<file path="src/rtl/univ_reg_ne_pkg.sv">
// Shared constants for the falling-edge universal register: operation codes
// and the default register width.
package univ_reg_ne_pkg;

  localparam int DEFAULT_WIDTH = 4;

  localparam logic [2:0] MODE_HOLD = 3'b000;
  localparam logic [2:0] MODE_LOAD = 3'b001;
  localparam logic [2:0] MODE_SHL  = 3'b010;
  localparam logic [2:0] MODE_SHR  = 3'b011;
  localparam logic [2:0] MODE_ROL  = 3'b100;
  localparam logic [2:0] MODE_ROR  = 3'b101;
  localparam logic [2:0] MODE_INC  = 3'b110;
  localparam logic [2:0] MODE_DEC  = 3'b111;

endpackage

</file>
<file path="src/rtl/univ_reg_cell.sv">
// One bit of the universal register: 8:1 next-state mux feeding a falling-edge
// flip-flop whose async clear/preset is picked by RST_BIT.
module univ_reg_cell
  import univ_reg_ne_pkg::*;
#(
  parameter logic RST_BIT = 1'b0
) (
  input  logic       C,
  input  logic       RE,
  input  logic       EN,
  input  logic [2:0] MODE,
  input  logic       ld,
  input  logic       shl,
  input  logic       shr,
  input  logic       rol,
  input  logic       ror,
  input  logic       inc,
  input  logic       dec,
  output logic       q,
  output logic       qn
);

  logic nxt;

  always_comb begin
    nxt = q;
    if (EN) begin
      case (MODE)
        MODE_HOLD: nxt = q;
        MODE_LOAD: nxt = ld;
        MODE_SHL:  nxt = shl;
        MODE_SHR:  nxt = shr;
        MODE_ROL:  nxt = rol;
        MODE_ROR:  nxt = ror;
        MODE_INC:  nxt = inc;
        MODE_DEC:  nxt = dec;
        default:   nxt = q;
      endcase
    end
  end

  always_ff @(negedge C or negedge RE) begin
    if (!RE) q <= RST_BIT;
    else     q <= nxt;
  end

  // Derived from the stored bit so it stays the exact complement even when MODE is X.
  assign qn = ~q;

endmodule

</file>
<file path="src/rtl/univ_reg_ne.sv">
// WIDTH-bit universal register (hold/load/shift/rotate/count), falling-edge
// clocked, with serial and terminal-count cascade pins.
module univ_reg_ne
  import univ_reg_ne_pkg::*;
#(
  parameter int               WIDTH   = DEFAULT_WIDTH,
  parameter logic [WIDTH-1:0] RST_VAL = '0
) (
  input  logic             C,
  input  logic             RE,
  input  logic             EN,
  input  logic [2:0]       MODE,
  input  logic [WIDTH-1:0] D,
  input  logic             SIL,
  input  logic             SIR,
  output logic [WIDTH-1:0] Q,
  output logic [WIDTH-1:0] Qnot,
  output logic             SOL,
  output logic             SOR,
  output logic             TC
);

  logic [WIDTH-1:0] q;
  logic [WIDTH-1:0] qn;
  logic [WIDTH-1:0] shl_v, shr_v, rol_v, ror_v, inc_v, dec_v;
  logic             inc_co, dec_bo;

  assign shl_v = {q[WIDTH-2:0], SIL};
  assign shr_v = {SIR, q[WIDTH-1:1]};
  assign rol_v = {q[WIDTH-2:0], q[WIDTH-1]};
  assign ror_v = {q[0], q[WIDTH-1:1]};

  // Ripple carry/borrow chains; the final carry/borrow doubles as the wrap flag.
  always_comb begin
    logic c, b;
    c = 1'b1;
    b = 1'b1;
    inc_v = '0;
    dec_v = '0;
    for (int i = 0; i < WIDTH; i++) begin
      inc_v[i] = q[i] ^ c;
      dec_v[i] = q[i] ^ b;
      c = c & q[i];
      b = b & ~q[i];
    end
    inc_co = c;
    dec_bo = b;
  end

  for (genvar i = 0; i < WIDTH; i++) begin : g_bit
    univ_reg_cell #(
      .RST_BIT (RST_VAL[i])
    ) u_cell (
      .C    (C),
      .RE   (RE),
      .EN   (EN),
      .MODE (MODE),
      .ld   (D[i]),
      .shl  (shl_v[i]),
      .shr  (shr_v[i]),
      .rol  (rol_v[i]),
      .ror  (ror_v[i]),
      .inc  (inc_v[i]),
      .dec  (dec_v[i]),
      .q    (q[i]),
      .qn   (qn[i])
    );
  end

  assign Q    = q;
  assign Qnot = qn;
  assign SOL  = q[WIDTH-1];
  assign SOR  = q[0];
  assign TC   = EN & (((MODE == MODE_INC) & inc_co) | ((MODE == MODE_DEC) & dec_bo));

endmodule
</file>
<file path="config.mk">
export PLATFORM = sky130hd
export DESIGN_NAME = univ_reg_ne
export DESIGN_NICKNAME = d
export VERILOG_FILES = /design/src/rtl/univ_reg_ne_pkg.sv /design/src/rtl/univ_reg_cell.sv /design/src/rtl/univ_reg_ne.sv
export SDC_FILE = /design/constraint.sdc
export NUM_CORES = 1
export LEC_CHECK = 0
export CAP_MARGIN = 20
export CELL_PAD_IN_SITES_DETAIL_PLACEMENT = 1
export CELL_PAD_IN_SITES_GLOBAL_PLACEMENT = 1
export CORE_ASPECT_RATIO = 1.4
export CORE_MARGIN = 1.5
export CORE_UTILIZATION = 33
export DETAILED_ROUTE_END_ITERATION = 10
export GPL_ROUTABILITY_DRIVEN = 0
export HOLD_SLACK_MARGIN = 0.1
export PLACE_DENSITY_LB_ADDON = 0.1
export SKIP_LAST_GASP = 1
export SLEW_MARGIN = 20
export SYNTH_ARGS = -nofsm -noshare
export SYNTH_HDL_FRONTEND = slang
export SYNTH_SLANG_ARGS = --single-unit
</file>
<file path="constraint.sdc">
create_clock -name C -period 3.3 [get_ports C]
set_input_delay 0.66 -clock C [delete_from_list [all_inputs] [get_ports C]]
set_output_delay 0.66 -clock C [all_outputs]
set_load 0.01 [all_outputs]
</file>
==> impl_metrics.sql <==
INSERT INTO impl_metrics (metric_group, metric, value, unit) VALUES
('place', 'placement.io_buffers', '22', ''),
('logic_synthesis', 'post_synth_cell_types', '35', ''),
('power', 'p_leak', '0.000505', 'µW'),
('logic_synthesis', 'synthMostInstantiatedCell', 'buf_4', ''),
('routing', 'dr_total_vias', '735', ''),
('worst_setup_path', 'timing.critical_path.cells', 'inv_1 -> nor2_2 -> nand4_1 -> a21oi_2 -> buf_2', ''),
('global_route', 'grt_pass1_vias', '741', ''),
('worst_setup_path', 'timing.reg2reg.setup_slack', '1.37', 'ns'),
('final_layout', 'layout.nets', '130', ''),
('timing', 'hold_viol_final', '0', ''),
('logic_synthesis', 'yosys.area_share.simple', '0.191', ''),
('timing', 'final_critical_path_setup_slack', '-0.531', 'ns'),
('cts', 'cts.sinks', '4', ''),
('final_layout', 'final_util', '0.628', ''),
('final_layout', 'filler_cell_count', '205', ''),
('status', 'failed_checks', 'negative setup slack', ''),
('die', 'core_area', '0.00176', 'mm²'),
('final_layout', 'ff_latch_area', '100', 'µm²'),
('logic_synthesis', 'yosysWarnings', '0', ''),
('timing', 'grt_setup_unrepaired', 'true', ''),
('logic_synthesis', 'synth-xor-area-share', '0.0144', ''),
('logic_synthesis', 'postSynthNetCount', '85', ''),
('routing', 'postRouteAntennaNets', '0', ''),
('routing', 'routed_wirelength', '2390', 'µm'),
('final_layout', 'largest_register', 'g_bit.u_cell.q', ''),
('global_route', 'grt_pass1_wl', '3400', 'µm'),
('worst_setup_path', 'crit_path_max_incr_delay', '0.48', 'ns'),
('logic_synthesis', 'synth_mux_area_frac', '0.121', ''),
('worst_setup_path', 'endpoint_kind', 'output port', ''),
('power', 'worst_ir_drop_vdd', '0.202', 'mV'),
('global_route', 'grt.overflow.total', '0', ''),
('global_route', 'gr-usage-all-layers', '0.240', ''),
('logic_synthesis', 'synth-main-ff-cell', 'dfrtn_1', ''),
('logic_synthesis', 'netlist_area', '609', 'µm²'),
('final_layout', 'fraction_of_final_layout_cells_with_drive_strength_greater_than_1', '0.552', ''),
('logic_synthesis', 'avgSynthCellArea', '8.35', 'µm²'),
('hold_path', 'whs_path_depth', '3', ''),
('timing', 'maxSlewViolCount', '0', ''),
('worst_setup_path', 'worst_r2r_startpoint', 'g_bit[1].u_cell.q', ''),
('global_route', 'antenna_found_initial', '0', ''),
('status', 'status', 'finished with violations', ''),
('cts', 'max-clock-path-buffers', '2', ''),
('timing', 'slew_headroom', '0.734', ''),
('logic_synthesis', 'synth-edff-count', '0', ''),
('logic_synthesis', 'synth_top_family_by_area', 'compound AO/OA/AOI/OAI gates', ''),
('logic_synthesis', 'synth.yosys.seq_area_share', '0.164', ''),
('timing', 'setup_viol', '10', ''),
('timing', 'worst_slew_pin_slew', '0.388', 'ns'),
('global_route', 'largest_net_degree_at_the_start_of_global_routing', '11', ''),
('cts', 'cts.root.buffer_cell', 'clkbuf_4', ''),
('hold_path', 'hold-path-endpoint', 'g_bit[2].u_cell.q', ''),
('final_layout', 'largest_register_ffs', '4', ''),
('routing', 'firstDrtPassIters', '4', ''),
('worst_setup_path', 'path_class', 'register to output port', ''),
('worst_setup_path', 'setup.worst_path.start_class', 'register', ''),
('cts', 'clk_transition_reported_paths', '0.04', 'ns'),
('worst_setup_path', 'worst_r2r_endpoint', 'g_bit[2].u_cell.q', ''),
('routing', 'drc_errors', '0', ''),
('die', 'die_height', '53.8', 'µm'),
('routing', 'dr.first_iter.drc_count', '10', ''),
('logic_synthesis', 'syn_inst', '73', ''),
('final_layout', 'antenna-diode-count', '0', ''),
('worst_setup_path', 'worst_ep_required_time', '2.64', 'ns'),
('cts', 'cts_inserted_buffers', '3', ''),
('die', 'fp.dieArea', '0.00212', 'mm²'),
('worst_setup_path', 'critical_path_fanout_max', '3', ''),
('die', 'initial_utilization', '0.347', ''),
('die', 'chipWidth', '39.3', 'µm'),
('cts', 'htree_levels', '1', ''),
('final_layout', 'multiInputGateArea', '428', 'µm²'),
('worst_setup_path', 'crit_path_dat', '3.17', 'ns');
-- cells in the final DEF, fill, tap and decap left out, types with 2 or more instances in the layout --
cell	n
clkbuf_4	3
buf_6	20
nand3_1	2
inv_2	3
buf_4	20
a211oi_2	2
a211o_1	2
mux2i_1	4
buf_2	3
nand2_1	9
dfrtn_1	4
inv_1	2
clkdlybuf4s50_1	6
o21ai_1	3
a21oi_1	2
-- metrics by stage --
step | cell area [µm²] | power [µW] | instances | hold WS, ns | setup WS [ns]
after floorplan | 633 | 227 | 73 | 0.638 | -0.0875
after global placement | 915 | 326 | 121 | 0.656 | -0.555
after detailed placement | 915 | 331 | 121 | 0.677 | -0.636
after CTS | 1060 | 458 | 134 | 0.749 | -0.364
after global routing | 1100 | 528 | 136 | 0.836 | -0.579
final | 1100 | 498 | 136 | 0.816 | -0.531
-- area by class of cell --
cell class              instances  share of cell area
clock buffers                   3              0.0204
well taps                      20              0.0227
inverters                       5              0.0170
flip-flops and latches          4              0.0907
repair buffers                 54               0.461
multi-input cells              50               0.388
-- layer usage --
layer | vias to the layer above | wire, µm | GRT usage
met5 | - | 0 | 0
met4 | 0 | 128 | 0.121
met3 | 10 | 88 | 0.0331
met2 | 27 | 1300 | 0.450
met1 | 349 | 871 | 0.247
li1 | 349 | - | -
-- power by group --
part | switching (µW) | internal, µW | leakage [µW] | total (µW)
Sequential | 14.9 | 61.4 | 0.0000482 | 76.3
Combinational | 150 | 202 | 0.000443 | 352
Clock | 29.1 | 41.3 | 0.0000138 | 70.4
Total | 193 | 305 | 0.000505 | 498
-- cell families after synthesis --
| logic type | count (synthesis) |
|---|---|
| AOI/OAI and AO/OA | 22 |
| and+or+nand+nor | 21 |
| buffers and inverters | 19 |
| muxes | 6 |
| DFF | 4 |
| xor gates and xnor gates | 1 |
-- worst max-delay path, delay by kind of cell (launching register included) --
kind	cells	cell delay (ns)
and+or+nand+nor	2	0.28
DFF	1	0.48
buffers and inverters	2	0.26
AOI/OAI and AO/OA	1	0.23
-- what timing repair did --
| item | in CTS | in global routing |
|---|---|---|
| pin swaps | 6 | 5 |
| cloned | 0 | 0 |
| hold buffers | 0 | 0 |
| resized for setup | 72 | 20 |
| setup buffers | 12 | 5 |
| endpoints found under the setup margin | 15 | 13 |
| hold endpoints to repair | 0 | 0 |
-- how the worst max path moves through the flow --
stage / depth (start not counted) / endpoint / slack (ns)
after global routing: 5 / TC / -0.58
after CTS: 4 / TC / -0.36
final: 5 / TC / -0.53
after detailed placement: 6 / g_bit[3].u_cell.q / -0.64
after global placement: 6 / g_bit[3].u_cell.q / -0.55
after floorplan: 4 / TC / -0.09
Note: power is estimated with default switching activity, not from simulation.
